## config.mk

```make
export PLATFORM = sky130hd
export DESIGN_NAME = cnn_layer_accel_prefetch_sequencer
export DESIGN_NICKNAME = d
export VERILOG_FILES = /design/src/rtl/cnn_layer_accel_prefetch_sequencer.sv
export SDC_FILE = /design/constraint.sdc
export NUM_CORES = 1
export LEC_CHECK = 0
export BUFFER_PORTS_ARGS = -buffer_cell sky130_fd_sc_hd__buf_2
export CAP_MARGIN = 30
export CORE_MARGIN = 2
export CORE_UTILIZATION = 57
export DETAILED_ROUTE_END_ITERATION = 6
export MAX_ROUTING_LAYER = met4
export PLACE_DENSITY_LB_ADDON = 0.05
export SETUP_SLACK_MARGIN = 0.5
export SYNTH_ARGS = -nofsm -noshare
export SYNTH_HDL_FRONTEND = slang
export SYNTH_SLANG_ARGS = --single-unit
```

## constraint.sdc

```tcl
create_clock -name rd_clk -period 5.2 [get_ports rd_clk]
set_input_delay 1.04 -clock rd_clk [delete_from_list [all_inputs] [get_ports rd_clk]]
set_output_delay 1.04 -clock rd_clk [all_outputs]
set_load 0.02 [all_outputs]
```

## src/rtl/cnn_layer_accel_prefetch_sequencer.sv

```systemverilog
// ============================================================================
// Module   : cnn_layer_accel_prefetch_sequencer
// Purpose  : Read-side sequencer for the per-row prefetch buffer. Walks the
//            expanded (padded and/or upsampled) input image in row-major
//            order, waits for each fetched row, streams it column by column,
//            replays upsampled rows from the same buffer contents and
//            acknowledges job completion.
// Ports    : rd_clk, rst            - clock, synchronous active-high reset
//            start                  - single-cycle job start (IDLE only)
//            padding, upsample      - job config, latched on accepted start
//            expd_num_input_cols    - last column index (inclusive)
//            expd_num_input_rows    - last row index (inclusive)
//            row_ready              - buffer holds the next fetched row
//            stall                  - downstream back-pressure
//            rd_en                  - buffer read strobe (combinational)
//            input_col, input_row   - current expanded coordinates
//            rst_addr               - rewinds the buffer read address
//            row_done               - pulse after each row's last column
//            job_complete_ack       - pulse at job end
//            busy                   - sequencer not idle
// Config   : `PREFETCH_SEQ_UPSAMPLE_EN enables the upsample replay path.
//            Without it, upsample is ignored and rst_addr is tied low.
// Revision : 1.0 - initial release
// ============================================================================
`default_nettype none

module cnn_layer_accel_prefetch_sequencer #(
    parameter int C_ADDR_WIDTH = 10
) (
    input  logic                    rd_clk,
    input  logic                    rst,
    input  logic                    start,
    input  logic                    padding,
    input  logic                    upsample,
    input  logic [C_ADDR_WIDTH-1:0] expd_num_input_cols,
    input  logic [C_ADDR_WIDTH-1:0] expd_num_input_rows,
    input  logic                    row_ready,
    input  logic                    stall,
    output logic                    rd_en,
    output logic [C_ADDR_WIDTH-1:0] input_col,
    output logic [C_ADDR_WIDTH-1:0] input_row,
    output logic                    rst_addr,
    output logic                    row_done,
    output logic                    job_complete_ack,
    output logic                    busy
);

    typedef enum logic [2:0] {
        S_IDLE     = 3'd0,
        S_WAIT_ROW = 3'd1,
        S_STREAM   = 3'd2,
        S_ROW_END  = 3'd3,
        S_DONE     = 3'd4
    } state_t;

    localparam logic [C_ADDR_WIDTH-1:0] C_ONE  = {{(C_ADDR_WIDTH-1){1'b0}}, 1'b1};
    localparam logic [C_ADDR_WIDTH-1:0] C_ZERO = '0;

    state_t                  state_q;
    logic [C_ADDR_WIDTH-1:0] col_q;
    logic [C_ADDR_WIDTH-1:0] row_q;
    logic [C_ADDR_WIDTH-1:0] last_col_q;
    logic [C_ADDR_WIDTH-1:0] last_row_q;
    logic                    pad_q;
    logic                    row_done_q;
    logic                    ack_q;
    logic                    busy_q;

    logic w_up;
    logic w_pad_row;
    logic w_last_col;
    logic w_last_row;
    logic w_replay;

`ifdef PREFETCH_SEQ_UPSAMPLE_EN
    logic up_q;
    logic rst_addr_q;
    assign w_up     = up_q;
    assign rst_addr = rst_addr_q;
`else
    // upsample has no effect in this build; keep the input visibly consumed.
    logic w_unused_upsample;
    assign w_unused_upsample = upsample;
    assign w_up              = 1'b0;
    assign rst_addr          = 1'b0;
`endif

    assign w_last_col = (col_q == last_col_q);
    assign w_last_row = (row_q == last_row_q);

    // Pad rows are synthesised by the buffer, so they never wait for a fetch.
    assign w_pad_row = pad_q && !w_up && ((row_q == C_ZERO) || w_last_row);

    // An even row in upsample mode is followed by its replay, which reuses the
    // buffer contents already present instead of fetching a new row.
    assign w_replay = w_up && !row_q[0] && !w_last_row;

    // Combinational so the strobe lines up with the registered address.
    assign rd_en = (state_q == S_STREAM) && !stall;

    always_ff @(posedge rd_clk) begin
        if (rst) begin
            state_q    <= S_IDLE;
            col_q      <= '0;
            row_q      <= '0;
            last_col_q <= '0;
            last_row_q <= '0;
            pad_q      <= 1'b0;
            row_done_q <= 1'b0;
            ack_q      <= 1'b0;
            busy_q     <= 1'b0;
`ifdef PREFETCH_SEQ_UPSAMPLE_EN
            up_q       <= 1'b0;
            rst_addr_q <= 1'b0;
`endif
        end else begin
            row_done_q <= 1'b0;
            ack_q      <= 1'b0;
`ifdef PREFETCH_SEQ_UPSAMPLE_EN
            rst_addr_q <= 1'b0;
`endif
            case (state_q)
                S_IDLE: begin
                    if (start) begin
                        pad_q      <= padding;
                        last_col_q <= expd_num_input_cols;
                        last_row_q <= expd_num_input_rows;
                        col_q      <= '0;
                        row_q      <= '0;
                        state_q    <= S_WAIT_ROW;
                        busy_q     <= 1'b1;
`ifdef PREFETCH_SEQ_UPSAMPLE_EN
                        up_q       <= upsample;
`endif
                    end
                end

                S_WAIT_ROW: begin
                    if (row_ready || w_pad_row) begin
                        state_q <= S_STREAM;
                    end
                end

                S_STREAM: begin
                    if (!stall) begin
                        if (w_last_col) begin
                            // Row-end pulses are registered, so they are set
                            // on entry to make them coincide with ROW_END.
                            state_q    <= S_ROW_END;
                            row_done_q <= 1'b1;
`ifdef PREFETCH_SEQ_UPSAMPLE_EN
                            rst_addr_q <= w_replay;
`endif
                        end else begin
                            col_q <= col_q + C_ONE;
                        end
                    end
                end

                S_ROW_END: begin
                    if (w_last_row) begin
                        state_q <= S_DONE;
                        ack_q   <= 1'b1;
                    end else begin
                        row_q   <= row_q + C_ONE;
                        col_q   <= '0;
                        state_q <= w_replay ? S_STREAM : S_WAIT_ROW;
                    end
                end

                S_DONE: begin
                    state_q <= S_IDLE;
                    busy_q  <= 1'b0;
                end

                default: begin
                    state_q <= S_IDLE;
                    busy_q  <= 1'b0;
                end
            endcase
        end
    end

    assign input_col        = col_q;
    assign input_row        = row_q;
    assign row_done         = row_done_q;
    assign job_complete_ack = ack_q;
    assign busy             = busy_q;

endmodule

`default_nettype wire

```

==> results.yml <==
place:
  placedCellCount: 355
  port_buffers: 49
  dp_hpwl_um: 3390
  place_congestion: 0.845
  dp_slack_ns: 2.09
logic_synthesis:
  netlist_area_um2: 2240
  synthArstFlopShare_pct: 0
  synth_seq_area_share_pct: 42.0
  synthTopCellsByCount: "nand2_1, dfxtp_1, a21oi_1"
  synth-seq-cells: 47
  synth_cell_types: 37
  yosys.area.top_type: "dfxtp_1"
  synth_flop_cell: "dfxtp_1"
  synth_area_leaders: "dfxtp_1, xor2_1, nand2_1, a21oi_1, nor2_1"
  syn-instance-count: 275
  syn_area_per_cell_um2: 8.15
  yosysWarningCount: 0
  syn-num-nets: 305
  synth_edf_count: 0
  synth_most_common_cell: "nand2_1"
  post-synth-top-area-fraction_pct: 42.0
worst_setup_path:
  reg2reg_depth: 5
  crit_chain: "buf_2, nor2b_1, nand2_1, nand2b_1, or2_0, nor2_1"
  r2r_start: "state_q[1]$_SDFFE_PP0P_"
  critPathLaunchType: "input port"
  critPathKind: "input port to flip-flop"
  slowest_stage: "or2_0"
  rr_endpoint: "input_col[3]$_SDFFE_PP0P_"
  cp_max_fo: 22
  rrSetupSlack_ns: 2.78
  cpPeakStageDelay_ns: 0.57
  critPathRequiredTime_ns: 5.37
  endpoint_kind: "flip-flop"
  cp_data_arrival_time_ns: 2.96
sta:
  final_hold_viol_count: 0
  finalCritPeriodShare_pct: 53.7
  rsz0062_at_grt: "no"
  setup_slack_ns: 2.41
  period_minus_slack_ns: 2.79
  setup_viol: 0
  max_freq_ghz: 0.358
  skew_ns: 0.00711
  slew_viol_final: 0
  maxSlewHeadroom_pct: 44.3
  worst_pin_slew_ns: 0.836
  tns_ns: 0
global_routing:
  grt_max_degree: 28
  met1_usage_pct: 32.5
  grt_most_used_layer: "met2"
  grt_usage_pct: 24.1
  first_global_vias: 1738
  grt_pass1_wl_um: 7890
  grt-ovfl-total: 0
  grtUsageMet2_pct: 35.5
  grt.met3_usage_pct: 5.57
  grt_antenna_before_repair: 0
floorplanning:
  core_area_um2: 3720
  start_util_pct: 60.3
  die_x_um: 66.7
  row_count: 22
  die_h_um: 66.7
  ios: 52
  dieArea_um2: 4450
cts:
  cts_tree: "done"
  cts_hold_buf: 0
  cts_buffers: 5
  root_buffer: "clkbuf_8"
  cts_resized: 0
  clock_sinks: 47
  clkTransAtPathRegs_ns: 0.08
  htree_levels: 2
  cts_buffer_depth: 2
  cts_setup_buffers: 0
  worstSkewPairLatency_ns: 0.30
drt:
  drc: 0
  finalWirelength_um: 4710
  wire_per_inst_um: 13.0
  firstDrtPassIters: 4
  drt_iter0_drc: 137
  route.antenna.remaining_nets: 0
  viasPerCell: 5.38
  dr_total_vias: 1953
power:
  p_per_area_nw_per_um2: 305
  cellLeakagePower_nw: 1.16
  ir_worst_vdd_v: 0.000246
final_layout:
  insertedDiodeCount: 0
  layout.nets: 344
  drive_gt1_share_pct: 18.7
  synthToLayoutAreaGrowth_pct: 14.4
  nFillCells: 340
  layout.cells.non_filler: 363
  final_util_pct: 69.0
hold_path:
  min_path_cells: 2
  min_from: "last_row_q[9]$_SDFFE_PP0P_"
  hold_path_class: "flip-flop to flip-flop"
  holdPathEnd: "last_row_q[9]$_SDFFE_PP0P_"
run:
  drv_cap: 0
run_status:
  status: "finished clean"
kinds of logic after synthesis:
kind of cell | Yosys count | synth area share [%]
flops | 47 | 42.0
other cells | 1 | 0.167
fa+ha+maj | 3 | 1.68
xor+xnor | 28 | 10.9
simple gates | 127 | 28.9
buf+inv | 21 | 4.35
compound gates | 47 | 11.6
mux | 1 | 0.447
metal layers:
metal | share of wire [%] | up-vias | wire length (µm)
li1 | - | 1022 | -
met1 | 50 | 876 | 2360
met2 | 43 | 49 | 2040
met3 | 5.1 | 6 | 242
met4 | 1.5 | 0 | 72
met5 | 0 | - | 0
where the power goes:
group | total, mW | switching (mW) | internal, mW
combinational | 0.139 | 0.0878 | 0.0513
sequential | 0.404 | 0.0222 | 0.382
clock | 0.239 | 0.118 | 0.121
critical path: cells and delay by family:
family | cells | cell delay (ns)
simple gates | 5 | 1.84
buf+inv | 1 | 0.08
worst max path at each step:
| stage | start | to | slack (ns) | depth (start not counted) |
|---|---|---|---|---|
| global placement | start | input_col[1]$_SDFFE_PP0P_ | 2.11 | 6 |
| finish | start | input_col[1]$_SDFFE_PP0P_ | 2.41 | 6 |
| CTS | start | input_col[1]$_SDFFE_PP0P_ | 2.41 | 6 |
| detailed placement | start | input_col[1]$_SDFFE_PP0P_ | 2.09 | 6 |
| floorplan | stall | rd_en | 2.34 | 1 |
| global route | start | input_col[1]$_SDFFE_PP0P_ | 2.18 | 6 |
cells in the final DEF (no fill, tap or decap), drive strengths merged, types with 3 or more instances in the layout:
cell	synthesis	layout
a21oi	34	34
and3	5	5
buf	8	49
clkbuf	9	8
dfxtp	47	47
ha	3	3
inv	4	4
nand2	53	53
nand3	5	5
nand3b	3	3
nand4	8	8
nor2	16	16
nor3	6	6
nor3b	3	3
nor4	6	6
o21ai	6	6
o31ai	4	4
or3	5	5
or4	5	5
xor2	27	27
cell type report:
type / instances / area, µm² / share of cell area [%]
Timing Repair Buffer: 49 / 245 / 9.57
Sequential cell: 47 / 941 / 36.7
Inverter: 4 / 15.0 / 0.586
Clock buffer: 8 / 100 / 3.90
Multi-Input combinational cell: 207 / 1200 / 46.9
Tap cell: 48 / 60.1 / 2.34
metrics by stage:
stage	hold slack [ns]	power, mW	instance area (µm²)
after floorplan	0.445	0.520	2240
after global placement	0.446	0.549	2460
after detailed placement	0.461	0.551	2460
after CTS	0.472	0.785	2560
after global routing	0.490	0.826	2560
final	0.469	0.782	2560
state kept, by name, indices dropped and copies added, names as in the netlist:
signal and cells:
input_col 10, input_row 10, last_col_q 10, last_row_q 10, state_q 3, busy 1, job_complete_ack 1, pad_q 1
row_done 1
No activity file was read; power rests on OpenSTA's default activity.
